==> src/rtl/io_bus_responder.sv <==
// io_bus_responder: IN/OUT I/O register block with GPIO, scratch and prescaled 8-bit timer.
module io_bus_responder #(
  parameter int DATA_WIDTH    = 8,
  parameter int IO_ADDR_WIDTH = 6
) (
  input  logic                     clk,
  input  logic                     reset,
  input  logic [IO_ADDR_WIDTH-1:0] io_addr,
  input  logic [DATA_WIDTH-1:0]    io_wdata,
  input  logic                     io_we,
  input  logic                     io_re,
  output logic [DATA_WIDTH-1:0]    io_rdata,
  output logic                     io_rvalid,
  input  logic [7:0]               gpio_in,
  output logic [7:0]               gpio_out,
  output logic [7:0]               gpio_oe,
  output logic                     irq
);
  localparam logic [IO_ADDR_WIDTH-1:0] A_PIN   = IO_ADDR_WIDTH'(3);
  localparam logic [IO_ADDR_WIDTH-1:0] A_DDR   = IO_ADDR_WIDTH'(4);
  localparam logic [IO_ADDR_WIDTH-1:0] A_PORT  = IO_ADDR_WIDTH'(5);
  localparam logic [IO_ADDR_WIDTH-1:0] A_SCR   = IO_ADDR_WIDTH'(6);
  localparam logic [IO_ADDR_WIDTH-1:0] A_TCNT  = IO_ADDR_WIDTH'(7);
  localparam logic [IO_ADDR_WIDTH-1:0] A_TCTRL = IO_ADDR_WIDTH'(8);
  logic [7:0] pin_s1, pin_s2, ddr, port, scratch, tcnt, presc, pmax, rd_mux;
  logic [7:0] tcnt_nxt, presc_nxt;
  logic [1:0] ps;
  logic       en, ie, ovf, ovf_nxt, tick, wr_tcnt, wr_tctrl;
  assign wr_tcnt  = io_we && io_addr == A_TCNT;
  assign wr_tctrl = io_we && io_addr == A_TCTRL;
  assign gpio_out = port;
  assign gpio_oe  = ddr;
  assign irq      = ovf & ie;
  always_comb begin
    pmax      = ps == 2'd0 ? 8'd0 : ps == 2'd1 ? 8'd7 : ps == 2'd2 ? 8'd63 : 8'd255;
    tick      = en && presc == pmax;
    presc_nxt = (!en || wr_tctrl || tick) ? 8'd0 : presc + 8'd1;
    tcnt_nxt  = wr_tcnt ? io_wdata[7:0] : tick ? tcnt + 8'd1 : tcnt;
    // a same-cycle overflow outranks a write-1-to-clear of OVF
    ovf_nxt   = (tick && tcnt == 8'hFF) ? 1'b1 : (wr_tctrl && io_wdata[7]) ? 1'b0 : ovf;
    rd_mux    = io_addr == A_PIN   ? pin_s2 :
                io_addr == A_DDR   ? ddr :
                io_addr == A_PORT  ? port :
                io_addr == A_SCR   ? scratch :
                io_addr == A_TCNT  ? tcnt :
                io_addr == A_TCTRL ? {ovf, ie, 3'b000, ps, en} : 8'h00;
  end
  always_ff @(posedge clk or negedge reset) begin
    if (!reset) begin
      pin_s1    <= '0;
      pin_s2    <= '0;
      ddr       <= '0;
      port      <= '0;
      scratch   <= '0;
      tcnt      <= '0;
      presc     <= '0;
      en        <= 1'b0;
      ps        <= '0;
      ie        <= 1'b0;
      ovf       <= 1'b0;
      io_rdata  <= '0;
      io_rvalid <= 1'b0;
    end else begin
      pin_s1    <= gpio_in;
      pin_s2    <= pin_s1;
      presc     <= presc_nxt;
      tcnt      <= tcnt_nxt;
      ovf       <= ovf_nxt;
      io_rvalid <= io_re;
      if (io_re) io_rdata <= DATA_WIDTH'(rd_mux);
      if (io_we && io_addr == A_DDR) ddr <= io_wdata[7:0];
      if (io_we && io_addr == A_PORT) port <= io_wdata[7:0];
      if (io_we && io_addr == A_SCR) scratch <= io_wdata[7:0];
      if (wr_tctrl) begin
        en <= io_wdata[0];
        ps <= io_wdata[2:1];
        ie <= io_wdata[6];
      end
    end
  end
endmodule
==> config.mk <==
export PLATFORM = sky130hd
export DESIGN_NAME = io_bus_responder
export DESIGN_NICKNAME = d
export VERILOG_FILES = /design/src/rtl/io_bus_responder.sv
export SDC_FILE = /design/constraint.sdc
export NUM_CORES = 1
export LEC_CHECK = 0
export CORE_MARGIN = 5
export CORE_UTILIZATION = 40
export DETAILED_ROUTE_END_ITERATION = 7
export GPL_TIMING_DRIVEN = 0
export HOLD_SLACK_MARGIN = 0.06
export PLACE_DENSITY = 0.6
export SYNTH_ARGS = -nofsm -noshare
export SYNTH_HDL_FRONTEND = slang
export SYNTH_SLANG_ARGS = --single-unit
export TNS_END_PERCENT = 1
==> constraint.sdc <==
create_clock -name clk -period 5.06 [get_ports clk]
set_clock_uncertainty 0.05 [all_clocks]
set_input_delay 0.506 -clock clk [delete_from_list [all_inputs] [get_ports clk]]
set_output_delay 0.506 -clock clk [all_outputs]
set_load 0.05 [all_outputs]
==> results of run 1 <==
-- metal layers --
| metal | track usage | share of wire |
|---|---|---|
| met1 | 0.226 | 0.48 |
| met2 | 0.239 | 0.46 |
| met3 | 0.0571 | 0.050 |
| met4 | 0.0431 | 0.013 |
| met5 | 0 | 0 |
-- cell type report --
class | instances | area share
Clock inverter | 5 | 0.0165
Clock buffer | 11 | 0.0357
Timing Repair Buffer | 50 | 0.126
Multi-Input combinational cell | 171 | 0.328
Inverter | 6 | 0.00569
Sequential cell | 70 | 0.443
Buffer | 12 | 0.0127
Tap cell | 102 | 0.0323
-- synth_stat cells, types with 3 or more instances --
cell / number / share of area
a21oi_1: 10 / 0.016
a222oi_1: 4 / 0.013
a22oi_1: 3 / 0.0072
a32o_1: 4 / 0.013
and2_1: 3 / 0.0060
and3_1: 3 / 0.0060
buf_2: 4 / 0.0064
clkbuf_1: 7 / 0.0084
dfrtp_1: 70 / 0.56
inv_1: 6 / 0.0072
mux2_1: 3 / 0.011
mux2_2: 24 / 0.087
mux4_2: 3 / 0.022
nand2_1: 12 / 0.014
nand2b_1: 10 / 0.020
nand3_1: 6 / 0.0096
nand4_1: 4 / 0.0080
nor2_1: 23 / 0.028
o2111ai_1: 3 / 0.0084
o21ai_0: 10 / 0.016
o221ai_1: 4 / 0.011
o22ai_1: 4 / 0.0080
xor2_1: 10 / 0.028
-- sequential cells by signal, indices dropped and copies added, names as in the netlist --
register and count:
en 1, gpio_oe 8, gpio_out 8, ie 1
io_rdata 8, io_rvalid 1, ovf 1, pin_s1 8
pin_s2 8, presc 8, ps 2, scratch 8
tcnt 8
-- critical path, stage by stage --
cell	delay (ns)
clkdlybuf4s50_1	0.42
nor3_1	0.36
and2_1	0.18
buf_2	0.18
buf_2	0.24
nand3_1	0.43
mux2_2	0.43
-- final timing paths --
check,from,endpoint,depth (start not counted)
min in group clk,pin_s1[4],pin_s2[4],0
hold / removal,reset,tcnt[3],1
max in group asynchronous,reset,pin_s2[7],1
setup reg to reg,ps[0],tcnt[4],5
hold reg to reg,pin_s1[4],pin_s2[4],0
setup / recovery,io_addr[5],gpio_oe[2],7
-- kinds of logic after synthesis --
family                     count (synthesis)  synth area share
and+or+nand+nor                           73             0.122
buffers and inverters                     18            0.0232
AOI/OAI and AO/OA                         52             0.127
DFF                                       70             0.561
adders and majority gates                  2           0.00801
xor gates and xnor gates                  12            0.0337
muxes                                     32             0.125
-- per-stage QoR --
step / setup slack [ns] / cell area, µm² / power [µW]
global placement: 1.06 / 3750 / 1040
global route: 2.30 / 3960 / 1570
finish: 2.51 / 3960 / 1500
CTS: 2.53 / 3960 / 1520
detailed placement: 2.17 / 3750 / 1050
floorplan: 3.08 / 3120 / 915
-- where the power goes --
part / switching, µW / internal, µW
clock network: 221 / 247
registers: 69.7 / 633
logic: 186 / 146
total: 476 / 1030
==> metrics, run 1 <==
Seq cells post-synth 70; vias in the first global route 2313; peak supply drop 0.000174 V; mean post-synth cell area roughly 12 µm²; vias per cell roughly 5.2; die area 0.00967 mm²; global-route wire length before repair 12200 µm; warnings from Yosys 0; initial antenna violation count 0; DP HPWL 5250 µm; CP endpoint kind flip-flop; minimum clock period 2.55 ns; CP required 5.24 ns; Fin Hold WS around 0.22 ns; final std cells w/o fill ~430; Max clock buf depth 2; # DRC 0; MaxCap Viol Count 0; Synth Net Count 287; area grow syn2layout 26.6%; Placed Cells 411; Seq/Total Area, Yosys 0.561; per-cell routed wire length approximately 17 µm; endpoints failing hold 0; Core ar. around 0.0076 mm²; Initial Utilization 0.408; commonest cells after routing, fill and taps aside 70 x dfrtp_1, 49 x clkdlybuf4s50_1, 24 x mux2_2; DR iter-0 viols 118; slew at the pin closest to its max-slew limit 0.864 ns; Die X 98.4 µm; Rel. slew slack 0.424; status finished, final reports clean; Final Cycle Share 0.504; Worst setup SP type input pin; fin util 0.517; ant diodes 0; Synth Instances between 200 and 300; CP Max Fanout 10; register area 0.00175 mm²; PD cells 380 mW/mm²; register-to-register path setup slack 2.92 ns; I/O pin cnt 52; via count 2241; CP Data Arrival Time 2.74 ns; Die Y-Extent around 98 µm; Synth cell types 45; pin count of the biggest net entering global routing 71; total CTS buffers 9; filler cell count 693; RSZ-0062 raised after global routing no; FP Rows 32; async set or reset register ratio after synthesis 1.00; Port Buffers 50; clock net sink count 70; Fmax achieved 392 MHz; Post-CTS Setup Bufs 0; CTS tree built; layout cells sized above 1 0.163; number of synthesized flops with an enable pin 0; post-CTS sizing 0; Pleak between 0.0015 and 0.002 µW; GRT overflow 0; Sum Neg Setup Slack 0 ns; cell area after synthesis 0.00312 mm²; Tightest Hold Check Type input pin to asynchronous set/reset pin; Tot GR Track Use 0.162; fin. max-slew vios 0; worst skew pair latency ~0.35 ns; root buffer cell clkbuf_8; area of the multi-input gates 0.00130 mm²; critical path type input pin to flip-flop; first-pass detailed-route iteration total 4; Post-CTS Hold Fix Bufs 0; H-tree levels 3; Total Wirelength 7260 µm; DRT antenna net count 0; Primary FF master, synth dfrtp_1; RD Place Congestion ~0.83; Setup violations, final 0; Layout Nets roughly 350; CTS clk-pin slew, worst paths about 0.080 ns; commonest non-fill, non-tap cell in the layout dfrtp_1
Power figures use the tool's default switching activity.
==> run 2, diff against run 1 <==
--- a/config.mk
+++ b/config.mk
@@ -10,7 +10,7 @@
 export DETAILED_ROUTE_END_ITERATION = 7
 export GPL_TIMING_DRIVEN = 0
 export HOLD_SLACK_MARGIN = 0.06
-export PLACE_DENSITY = 0.6
+export PLACE_DENSITY = 0.62
 export SYNTH_ARGS = -nofsm -noshare
 export SYNTH_HDL_FRONTEND = slang
 export SYNTH_SLANG_ARGS = --single-unit
==> constraint.sdc (replaced) <==
create_clock -name clk -period 2.23 [get_ports clk]
set_clock_uncertainty 0.05 [all_clocks]
set_input_delay 0.223 -clock clk [delete_from_list [all_inputs] [get_ports clk]]
set_output_delay 0.223 -clock clk [all_outputs]
set_load 0.05 [all_outputs]
==> run 2 against run 1 <==
Effect of this change:
- worst setup slack worse by 2.4 ns
- clock-buffer cell count is 1 lower
- total power is 130% higher
- core utilization is 0.49 points higher
- sequential power is 130% higher
- sequential share of layout area is 0.42 points lower
- critical path type is now flip-flop to flip-flop
- critical endpoint is now tcnt[4]
==> metrics, run 2 (same netlist as run 1, synthesis figures left out) <==
area of the multi-input gates 0.00131 mm²; Worst setup SP type flip-flop; CP Max Fanout 7; Setup violations, final 0; CTS tree built; Initial Utilization 0.408; ant diodes 0; register-to-register path setup slack 0.11 ns; Tot GR Track Use 0.161; register area roughly 0.0018 mm²; # DRC 0; total CTS buffers 9; MaxCap Viol Count 0; CP required 2.46 ns; clock net sink count 70; RD Place Congestion 0.822; first-pass detailed-route iteration total 4; Fmax achieved 473 MHz; die area 0.00967 mm²; GRT overflow 0; slew at the pin closest to its max-slew limit 0.873 ns; Layout Nets between 300 and 400; Core ar. around 0.0076 mm²; PD cells 876 mW/mm²; Die X 98.4 µm; Max clock buf depth 2; filler cell count 680; I/O pin cnt 52; status finished, final reports clean; DR iter-0 viols 133; area grow syn2layout 27.8%; worst skew pair latency 0.35 ns; Final Cycle Share 0.949; Port Buffers 50; Placed Cells 411; CTS clk-pin slew, worst paths 0.08 ns; layout cells sized above 1 0.166; pin count of the biggest net entering global routing between 70 and 80; DRT antenna net count 0; CP Data Arrival Time ~2.3 ns; RSZ-0062 raised after global routing yes; vias in the first global route ~2.4k; initial antenna violation count 0; vias per cell 5.36; root buffer cell clkbuf_8; commonest non-fill, non-tap cell in the layout dfrtp_1; FP Rows 32; total power 3500 µW; per-cell routed wire length 16.8 µm; endpoints failing hold 0; DP HPWL 5080 µm; critical path type flip-flop to flip-flop; minimum clock period 2.12 ns; final std cells w/o fill 428; H-tree levels 3; Tightest Hold Check Type input pin to flip-flop; peak supply drop 0.000490 V; Die Y-Extent 98.4 µm; commonest cells after routing, fill and taps aside 70 x dfrtp_1, 49 x clkdlybuf4s50_1, 24 x mux2_2; Pleak 0.00167 µW; fin. max-slew vios 0; global-route wire length before repair between 10000 and 15000 µm; Rel. slew slack 0.418; Total Wirelength 7200 µm; via count 2295; Post-CTS Setup Bufs 0; CP endpoint kind flip-flop
[run 2: changes by cell type in the layout (fill, tap and decap cells not counted), sizes merged]
cell,before,now
clkinv,2,1
clkinvlp,0,1
clkbuf,18,17
bufinv,1,2
dlygate4sd3,0,1
[run 2: path summary, 6_finish.rpt]
| check | from | end | cells past startpoint |
|---|---|---|---|
| setup reg to reg | ps[1] | tcnt[4] | 5 |
| hold / removal | gpio_in[1] | pin_s1[1] | 1 |
| min in group asynchronous | reset | presc[2] | 2 |
| max in group asynchronous | reset | pin_s1[0] | 2 |
| setup / recovery | ps[1] | tcnt[4] | 5 |
| hold reg to reg | pin_s1[5] | pin_s2[5] | 0 |
[run 2: final cells by class]
cell class                 count  share of cell area
tap                          102              0.0320
inverter                       6             0.00564
multi-input combinational    171               0.328
clock inverter                 6              0.0235
sequential                    70               0.439
clock buffer                  10              0.0320
buffer                        12              0.0125
timing repair buffer          51               0.127
[run 2: routing by layer]
metal  wire length, µm  vias to the layer above  share of wire  GRT usage
li1                  -                     1079              -          -
met1              3460                     1141           0.48      0.228
met2              3260                       61           0.45      0.238
met3               374                       14          0.052     0.0464
met4               104                        0          0.014     0.0536
met5                 0                        -              0          0
[run 2: report_power, final]
group | leakage, µW | switching (µW) | total [µW] | internal, µW
logic | 0.000680 | 421 | 757 | 336
registers | 0.000884 | 155 | 1590 | 1440
clock network | 0.000107 | 511 | 1150 | 640
[run 2: what timing repair did]
| action | in CTS | in global routing |
|---|---|---|
| hold endpoints to repair | 70 | 0 |
| hold buffers | 1 | 0 |
| gates resized for setup | 0 | 2 |
| endpoints found under the setup margin | 0 | 9 |
[run 2: critical path, stage by stage, from the launching register on]
cell	delay [ns]
dfrtp_1	0.49
or4_1	0.60
a22oi_4	0.27
o211ai_4	0.15
or3_1	0.32
a31oi_1	0.17
[run 2: per-stage QoR]
step	utilization	worst slack [ns]	cell area, µm²	hold slack, ns	TNS [ns]
after floorplan	-	0.306	3120	-0.123	0
after global placement	0.491	-1.51	3750	0.285	-110.25
after detailed placement	0.490	-0.340	3750	0.285	-5.61
after CTS	0.520	0.0143	3980	0.239	0
after global routing	0.522	-0.00226	3990	0.227	-0.00226
final	0.522	0.114	3990	0.252	0
